===== src/rtl/fifo_wr_feeder_pkg.sv =====
// Shared definitions for the psum FIFO write-side feeder: state encoding and default widths.
package fifo_wr_feeder_pkg;

   localparam logic [1:0] STATE_IDLE   = 2'd0;
   localparam logic [1:0] STATE_STREAM = 2'd1;
   localparam logic [1:0] STATE_DRAIN  = 2'd2;

   localparam int SUM_BW_DEFAULT = 23;
   localparam int STALL_BW       = 16;

   typedef enum logic [1:0] {
      ST_IDLE   = STATE_IDLE,
      ST_STREAM = STATE_STREAM,
      ST_DRAIN  = STATE_DRAIN
   } feeder_state_t;

endpackage


===== src/rtl/fifo_skid_2.sv =====
// Two-entry register skid buffer; head is always the oldest buffered word.
module fifo_skid_2
   import fifo_wr_feeder_pkg::*;
#(
   parameter int bw = SUM_BW_DEFAULT
) (
   input  logic          wr_clk,
   input  logic          wr_rst,
   input  logic          push,
   input  logic [bw-1:0] push_data,
   input  logic          pop,
   output logic [bw-1:0] head,
   output logic [1:0]    occ
);

   logic [bw-1:0] head_q, head_d;
   logic [bw-1:0] tail_q, tail_d;
   logic [1:0]    occ_q, occ_d;
   logic          doPush, doPop;

   // Pop is applied first so a simultaneous push lands in whichever slot is free
   // afterwards; a push into a full buffer is only taken when a pop makes room.
   always_comb begin
      doPop  = pop && (occ_q != 2'd0);
      doPush = push && ((occ_q != 2'd2) || doPop);
      head_d = head_q;
      tail_d = tail_q;
      occ_d  = occ_q;
      if (doPop) begin
         if (occ_q == 2'd2) begin
            head_d = tail_q;
         end
         occ_d = occ_q - 2'd1;
      end
      if (doPush) begin
         if (occ_d == 2'd0) begin
            head_d = push_data;
         end else begin
            tail_d = push_data;
         end
         occ_d = occ_d + 2'd1;
      end
   end

   // Storage and occupancy registers
   always_ff @(posedge wr_clk or posedge wr_rst) begin
      if (wr_rst) begin
         head_q <= '0;
         tail_q <= '0;
         occ_q  <= 2'd0;
      end else begin
         head_q <= head_d;
         tail_q <= tail_d;
         occ_q  <= occ_d;
      end
   end

   assign head = head_q;
   assign occ  = occ_q;

endmodule


===== src/rtl/fifo_wr_feeder.sv =====
// Write-side producer for the async psum FIFO: frames a valid/ready stream through
// a 2-entry skid buffer and never strobes the FIFO while it reports full.
module fifo_wr_feeder
   import fifo_wr_feeder_pkg::*;
#(
   parameter int SUM_BW    = SUM_BW_DEFAULT,
   parameter int FRAME_LEN = 16,
   parameter int CNT_BW    = 5
) (
   input  logic                wr_clk,
   input  logic                wr_rst,
   input  logic                start,
   input  logic                in_valid,
   input  logic [SUM_BW-1:0]   in_data,
   output logic                in_ready,
   input  logic                fifo_full,
   output logic                fifo_wr,
   output logic [SUM_BW-1:0]   fifo_in,
   output logic                busy,
   output logic                frame_done,
   output logic [CNT_BW-1:0]   words_sent,
   output logic [STALL_BW-1:0] stall_cnt
);

   localparam logic [CNT_BW-1:0] FrameLenC = CNT_BW'(FRAME_LEN);

   feeder_state_t       state_q;
   logic [CNT_BW-1:0]   accepted_q;
   logic [CNT_BW-1:0]   words_q;
   logic [STALL_BW-1:0] stall_q;
   logic                done_q;
   logic [1:0]          occ;
   logic [SUM_BW-1:0]   head;
   logic                push;
   logic                pop;

   // in_ready looks only at registers so upstream never sees a path from fifo_full
   assign in_ready   = (state_q == ST_STREAM) && (accepted_q < FrameLenC) && (occ != 2'd2);
   assign push       = in_valid && in_ready;
   assign pop        = (occ != 2'd0) && !fifo_full;
   assign fifo_wr    = pop;
   assign fifo_in    = head;
   assign busy       = (state_q != ST_IDLE);
   assign frame_done = done_q;
   assign words_sent = words_q;
   assign stall_cnt  = stall_q;

   fifo_skid_2 #(
      .bw(SUM_BW)
   ) u_skid (
      .wr_clk   (wr_clk),
      .wr_rst   (wr_rst),
      .push     (push),
      .push_data(in_data),
      .pop      (pop),
      .head     (head),
      .occ      (occ)
   );

   // Frame FSM with its counters; the frame closes on the write of the last word,
   // which can only happen after every word has been accepted.
   always_ff @(posedge wr_clk or posedge wr_rst) begin
      if (wr_rst) begin
         state_q    <= ST_IDLE;
         accepted_q <= '0;
         words_q    <= '0;
         stall_q    <= '0;
         done_q     <= 1'b0;
      end else begin
         done_q <= 1'b0;
         if (pop && (state_q != ST_IDLE)) begin
            words_q <= words_q + 1'b1;
         end
         if (fifo_full && (occ != 2'd0) && (stall_q != {STALL_BW{1'b1}})) begin
            stall_q <= stall_q + 1'b1;
         end
         case (state_q)
            ST_IDLE: begin
               if (start) begin
                  state_q    <= ST_STREAM;
                  accepted_q <= '0;
                  words_q    <= '0;
                  stall_q    <= '0;
               end
            end
            ST_STREAM: begin
               if (push) begin
                  accepted_q <= accepted_q + 1'b1;
                  if (accepted_q == FrameLenC - 1'b1) begin
                     state_q <= ST_DRAIN;
                  end
               end
            end
            ST_DRAIN: begin
               if (pop && (words_q == FrameLenC - 1'b1)) begin
                  done_q  <= 1'b1;
                  state_q <= ST_IDLE;
               end
            end
            default: state_q <= ST_IDLE;
         endcase
      end
   end

endmodule

===== config.mk =====
export PLATFORM = sky130hd
export DESIGN_NAME = fifo_wr_feeder
export DESIGN_NICKNAME = d
export VERILOG_FILES = /design/src/rtl/fifo_wr_feeder_pkg.sv /design/src/rtl/fifo_skid_2.sv /design/src/rtl/fifo_wr_feeder.sv
export SDC_FILE = /design/constraint.sdc
export NUM_CORES = 1
export LEC_CHECK = 0
export ABC_AREA = 1
export CORE_MARGIN = 2
export CORE_UTILIZATION = 56
export CTS_CLUSTER_SIZE = 14
export DETAILED_ROUTE_END_ITERATION = 7
export PLACE_DENSITY = 0.85
export SLEW_MARGIN = 25
export SYNTH_ARGS = -nofsm -noshare
export SYNTH_HDL_FRONTEND = slang
export SYNTH_SLANG_ARGS = --single-unit
export TNS_END_PERCENT = 50

===== constraint.sdc =====
create_clock -name wr_clk -period 5 [get_ports wr_clk]
set_input_delay 0.75 -clock wr_clk [delete_from_list [all_inputs] [get_ports wr_clk]]
set_output_delay 0.75 -clock wr_clk [all_outputs]
set_load 0.005 [all_outputs]

======== Word level (Yosys, flattened, before mapping) ========
Index checks and enable logic that the tools add are counted.
word-level totals
  output and inout port bits .............. 48
  word-level logic and storage cells ...... 68
  flip-flop bits (word level) ............. 77
  bits in latches ......................... 0
  input port bits ......................... 28
  RAM bits ................................ 0
  ROM bits ................................ 0
  memories ................................ 0
cells by class
  shift operators ......................... 0
  add/sub/neg operators ................... 5
  $mul .................................... 0
  eq/ne operators ......................... 11
  muxes and demuxes ....................... 22
  div/mod/pow operators ................... 0
  reductions and logical operators ........ 20
  bitwise operators ....................... 1
  magnitude comparators ................... 1
operators with widths
  operator                                                                 count
  23-bit 2-to-1 mux                                                        4
  16-bit 2-to-1 mux                                                        3
  5-bit 2-to-1 mux                                                         5
  16-bit by 1-bit adder with 16-bit output, second input constant          1
  16-bit inequality test, second input constant                            1
  2-bit 2-to-1 mux                                                         6
  5-bit by 1-bit adder with 5-bit output, second input constant            2
  5-bit by 4-bit == test with 1-bit output, second input constant          2
  1-bit logical AND                                                        10
  5-bit case mux with 2 select lines                                       1
  2-bit inequality test, second input constant                             3
  2-bit case mux with 3 select lines                                       1
  2-bit nonzero test                                                       3
  5-bit < comparator, second input constant                                1
  2-bit == test, second input constant                                     2
  2-bit logical NOT                                                        2
  2-bit by 1-bit inequality test with 1-bit output, second input constant  2
  4-bit AND reduction                                                      1
  3-bit AND reduction                                                      1
  2-bit by 1-bit adder with 2-bit output, second input constant            1
  2-bit by 1-bit == test with 1-bit output, second input constant          1
  1-bit 2-to-1 mux                                                         2
  2-bit AND reduction                                                      1
  2-bit by 1-bit subtractor with 2-bit output, second input constant       1
  3 further kinds                                                          3

======== Logic depth before layout (Yosys ltp) ========
  word-level depth ........................ 7
  mapped depth ............................ 11
  gate-level depth less buffers ........... 11

======== Hierarchy ========
Synthesis repeated with hierarchy kept, for this count alone.
unflattened totals
  cell total of the unflattened synthesis .. 549
  area total of the unflattened synthesis .. 4325.4 um^2
modules (own cells, without submodules)
  module          seq. area each (um^2)  area an instance (um^2)  cells each  instances
  fifo_skid_2     1201.2                 2572.5                   312         1
  fifo_wr_feeder  725.7                  1752.9                   237         1

======== Worst setup path after synthesis ========
Ideal clock, no wire load.
  path type ............................... input -> register
  from .................................... in fifo_full
  to ...................................... reg u_skid.tail_q[0]
  path slack .............................. 2973 ps
  arrival ................................. 1909 ps
  setup time .............................. 117 ps
  required time ........................... 4883 ps
  cell stages on the path ................. 8
  buffers on the path ..................... 2
  path through ............................ nor2_2 -> xor2_1 -> ha_1 -> or2_1 -> buf_6 -> buf_6 -> nand2_1 -> o21ai_2
on the way
  cells in the longest elaborated chain, start to end .. 7
  elaborated cells on any way between the ends .. 9
  those cells by class .................... mux: 1; bitwise: 1; reduce/logical: 7
ends and longest elaborated chain
  item                             line                  RTL
  start, declared                  fifo_wr_feeder.sv:16  input logic fifo_full,
  1-bit logical NOT *              fifo_wr_feeder.sv:40  assign pop = (occ != 2'd0) && !fifo_full;
  1-bit logical AND *              fifo_wr_feeder.sv:40
  1-bit logical AND *              fifo_skid_2.sv:24     doPop = pop && (occ_q != 2'd0);
  2-bit 2-to-1 mux                 fifo_skid_2.sv:29     if (doPop) begin
  2-bit logical NOT                fifo_skid_2.sv:36     if (occ_d == 2'd0) begin
  1-bit inverter (no line)         --
  2-bit AND reduction (no line) *  --
  end signal, assigned             fifo_skid_2.sv:53     tail_q <= tail_d;
  end, declared                    fifo_skid_2.sv:17     logic [bw-1:0] tail_q, tail_d;
Every way passes the cells marked *; elsewhere a longest branch is shown, timed or not.
A chain may end at the register's enable or synchronous reset.

======== Worst setup path in the final report ========
  from .................................... in fifo_full
  to ...................................... out fifo_wr
on the way
  cells in the longest elaborated chain, start to end .. 2
ends and longest elaborated chain
  item               line                  RTL
  1-bit logical NOT  fifo_wr_feeder.sv:40
  1-bit logical AND  fifo_wr_feeder.sv:40
  end, declared      fifo_wr_feeder.sv:17  output logic fifo_wr,
No other way between the ends.

==> results.yml <==
outcome:
  run_status: "finished clean"
setup_path:
  cell_class_contributing_the_biggest_share_of_worst_path_delay: "buffers and inverters"
  ff_to_ff_end: "u_skid.tail_q[0]"
  rr_worst_depth: 8
  r2r_setup_slack_ns: 2.64
  element_type_at_the_critical_path_end: "output pin"
  timing.critical_path.depth: 3
  timing.critical_path.fanout_max: 6
  cp_data_required_time_ns: 4.25
  worstPathArrival_ns: 2.02
  r2r-start: "u_skid.occ[0]"
  cp_common_cell: "sky130_fd_sc_hd__clkdlybuf4s50_1"
  timing.setup.critical_path_class: "in -> out"
  critical_path.slowest_cell: "sky130_fd_sc_hd__clkdlybuf4s50_1"
  critical-path-max-stage-delay_ns: 0.57
  crit_buf_inv: 2
  worstSetupStartpoint: "fifo_full"
  end_point_of_the_critical_path: "fifo_wr"
  critPathLaunchType: "input pin"
  crit_chain: "clkdlybuf4s50_1 -> nor2_2 -> clkdlybuf4s50_1"
power_and_ir_drop:
  worst_ir_drop_vdd_v: 0.000332
  power.density_nw_per_um2: 525
  power_leakage_uw: 0.00244
clocking:
  cell_at_the_root_of_the_clock_tree: "sky130_fd_sc_hd__clkbuf_8"
  cts.repair.resized: 0
  cts-htree-levels: 3
  post-cts-setup-buffers: 0
  clock_tree_from_tritoncts: "built"
  tritoncts_num_sinks: 77
  ctsHoldBuffers: 0
  cts_max_path_buffers: 2
  source_to_sink_clock_delay_at_the_later_pin_of_the_worst_skew_pair_ns: 0.35
  cts.clk_slew.worst_paths_ns: 0.09
  num_cts_buffers: 9
synthesis:
  netlist-cell-type-count: 29
  post_synth_fa_ha_maj_area_fraction_pct: 2.56
  synth-main-ff-cell: "sky130_fd_sc_hd__dfrtp_1"
  synth_edf_count: 0
  largest_area_contributor_in_the_netlist: "sky130_fd_sc_hd__dfrtp_1"
  synthXorXnorAreaFrac_pct: 0.897
  post_synth_main_area_contributors: "sky130_fd_sc_hd__dfrtp_1 (49%), sky130_fd_sc_hd__nand2_1 (11%), sky130_fd_sc_hd__inv_1 (6.2%), sky130_fd_sc_hd__nor2_1 (6.2%), sky130_fd_sc_hd__mux2i_1 (4.1%)"
  cell_with_the_most_instances_after_synthesis: "sky130_fd_sc_hd__nand2_1"
  synth_largest_type_area_fraction_pct: 49.4
  synth_common_cells: "sky130_fd_sc_hd__nand2_1 (115), sky130_fd_sc_hd__dfrtp_1 (77), sky130_fd_sc_hd__inv_1 (64), sky130_fd_sc_hd__nor2_1 (64), sky130_fd_sc_hd__a21oi_1 (27)"
  synth_fp_nets: 509
  syn_area_sq_um: 3900
  compound_gate_fraction_of_synth_area_pct: 10.1
  asyncSetResetFlopFracSynth_pct: 100
  synthCells: 473
  synth_area_per_cell_sq_um: 8.25
  synthMuxAreaShare_pct: 6.12
  yosysSeqAreaShare_pct: 49.4
  synth_top_family_by_area: "simple AND/OR/NAND/NOR gates"
  postSynthRegisterBits: 77
  yosysWarnings: 0
  synthSimpleGateAreaFrac_pct: 22.2
route:
  dr.pass1.iters: 4
  post_detailed_route_via_to_cell_ratio: 5.18
  drt_iter0_drc: 176
  number_of_nets_with_antenna_violations_after_routing: 0
  routed_wl_microns: 7880
  drcViolationCount: 0
  dr_total_vias: 3278
  detailed_route_wire_length_per_cell_microns: 12.5
sta:
  final_worst_path_period_share_pct: 55.3
  setup_viols_final: 0
  rsz0062_at_grt: "false"
  maxSlewHeadroom_pct: 41.5
  fmax_mhz: 362
  layout_min_cycle_time_ns: 2.77
  final.setup_skew_ns: 0.0119
  worst-slew-pin-transition_ns: 0.874
  number_of_hold_slack_violations_in_the_final_timing_report: 0
  total_negative_setup_slack_ns: 0
  timing.final.max_slew_violations: 0
floorplanning:
  pin_count: 76
  core_sq_um: 6760
  row_count: 30
  fp.dieW_microns: 87.5
  die_y_microns: 87.5
  floorplan.die_area_sq_um: 7650
  floorplan.initialDensity_pct: 57.8
job:
  timing.max_cap.violations: 0
placement:
  gp_routability_congestion: 0.883
  placed_cells_incl_taps: 617
  hpwl_microns: 5600
  placement.io_buffers: 75
final_layout:
  num-fill-cells: 510
  fin_cells: 633
  growth_of_design_area_from_synthesis_to_finish_pct: 25.7
  drive_above_1_share_pct: 7.96
  insertedDiodeCount: 0
  final_nets: 584
global_routing:
  global_route.usage.total_pct: 22.6
  overflow: 0
  global_route_wire_length_before_repair_microns: 13700
  antenna_found_initial: 0
  grt_max_degree: 54
  grt_pass1_vias: 3133
hold_path:
  timing.hold.worst.class: "reg -> reg"
==> area by class of cell <==
class / instances / area, sq um / share of cell area, %
tap: 80 / 100 / 2.04
multi-input combinational: 318 / 1640 / 33.3
clock inverter: 6 / 93.8 / 1.91
clock buffer: 10 / 138 / 2.81
sequential: 77 / 1930 / 39.3
timing repair buffer: 77 / 766 / 15.6
inverter: 65 / 246 / 5.02
==> sequential cells by signal, summed over array words and instances (netlist names) <==
register,count
u_skid.head,23
u_skid.tail_q,23
stall_cnt,16
accepted_q,5
words_sent,5
state_q,2
u_skid.occ,2
frame_done,1
==> kinds of logic (layout without fill, tap and decap cells) <==
kind of cell | Yosys count | after routing
adders and majority gates | 8 | 8
muxes | 23 | 23
DFF | 77 | 77
xor gates and xnor gates | 4 | 4
AOI/OAI and AO/OA | 72 | 72
and+or+nand+nor | 211 | 211
buffers and inverters | 78 | 158
==> worst reg2reg max path: stages (launching register included) <==
cell	delay (ns)
sky130_fd_sc_hd__dfrtp_1	0.33
sky130_fd_sc_hd__inv_1	0.07
sky130_fd_sc_hd__ha_1	0.22
sky130_fd_sc_hd__nor2_2	0.20
sky130_fd_sc_hd__xor2_1	0.25
sky130_fd_sc_hd__ha_1	0.22
sky130_fd_sc_hd__or2_2	0.70
sky130_fd_sc_hd__nand2_1	0.18
sky130_fd_sc_hd__o21ai_2	0.10
==> where the power goes <==
group,switching [uW],internal (uW)
sequential,153,862
combinational,505,515
clock,243,299
==> routing by layer <==
metal  wire [microns]  up-vias  GRT usage [%]
met1             3550     1519           29.8
met2             3770      104           37.3
met5                0        -              0
li1                 -     1643              -
met3              454       12           4.83
met4              108        0           7.41
==> layout by cell type, fill, tap and decap left out, types with 2 or more instances in the layout <==
master	netlist	final
sky130_fd_sc_hd__nor3_1	2	2
sky130_fd_sc_hd__clkbuf_8	0	10
sky130_fd_sc_hd__nand4_1	4	4
sky130_fd_sc_hd__o21ai_1	14	14
sky130_fd_sc_hd__nor2_1	64	64
sky130_fd_sc_hd__clkdlybuf4s50_1	0	75
sky130_fd_sc_hd__dfrtp_1	77	77
sky130_fd_sc_hd__mux2_2	7	7
sky130_fd_sc_hd__mux2i_1	16	16
sky130_fd_sc_hd__bufinv_16	0	2
sky130_fd_sc_hd__o21ai_2	9	9
sky130_fd_sc_hd__buf_4	1	2
sky130_fd_sc_hd__a21oi_1	27	27
sky130_fd_sc_hd__inv_6	0	2
sky130_fd_sc_hd__xor2_1	4	4
sky130_fd_sc_hd__ha_1	8	8
sky130_fd_sc_hd__o21ai_0	21	21
sky130_fd_sc_hd__inv_1	64	63
sky130_fd_sc_hd__nand2_2	3	3
sky130_fd_sc_hd__nand3_1	14	14
sky130_fd_sc_hd__nand2_1	115	115
sky130_fd_sc_hd__nand3b_1	2	2
sky130_fd_sc_hd__or2_2	2	3
==> worst min path at each step <==
stage                   endpoint  slack, ns  cells past startpoint               from
2_1_floorplan  u_skid.tail_q[14]       0.45                      2  u_skid.tail_q[14]
3_3_place_gp   u_skid.tail_q[14]       0.46                      2  u_skid.tail_q[14]
3_5_place_dp    u_skid.tail_q[5]       0.47                      2   u_skid.tail_q[5]
4_1_cts         u_skid.tail_q[5]       0.49                      2   u_skid.tail_q[5]
5_1_grt        u_skid.tail_q[10]       0.51                      2  u_skid.tail_q[10]
6_report        u_skid.tail_q[5]       0.49                      2   u_skid.tail_q[5]
==> through the flow <==
stage	setup WS [ns]	util [%]	instance area [sq um]	power (uW)	hold slack, ns
2_1_floorplan	2.28	-	3900	1650	0.451
3_3_place_gp	2.09	69.1	4670	2000	0.463
3_5_place_dp	2.02	69.2	4670	2050	0.472
4_1_cts	2.23	72.6	4910	2600	0.494
5_1_grt	2.15	72.6	4910	2770	0.512
6_report	2.23	72.6	4910	2580	0.495
Power figures use the tool's default switching activity.
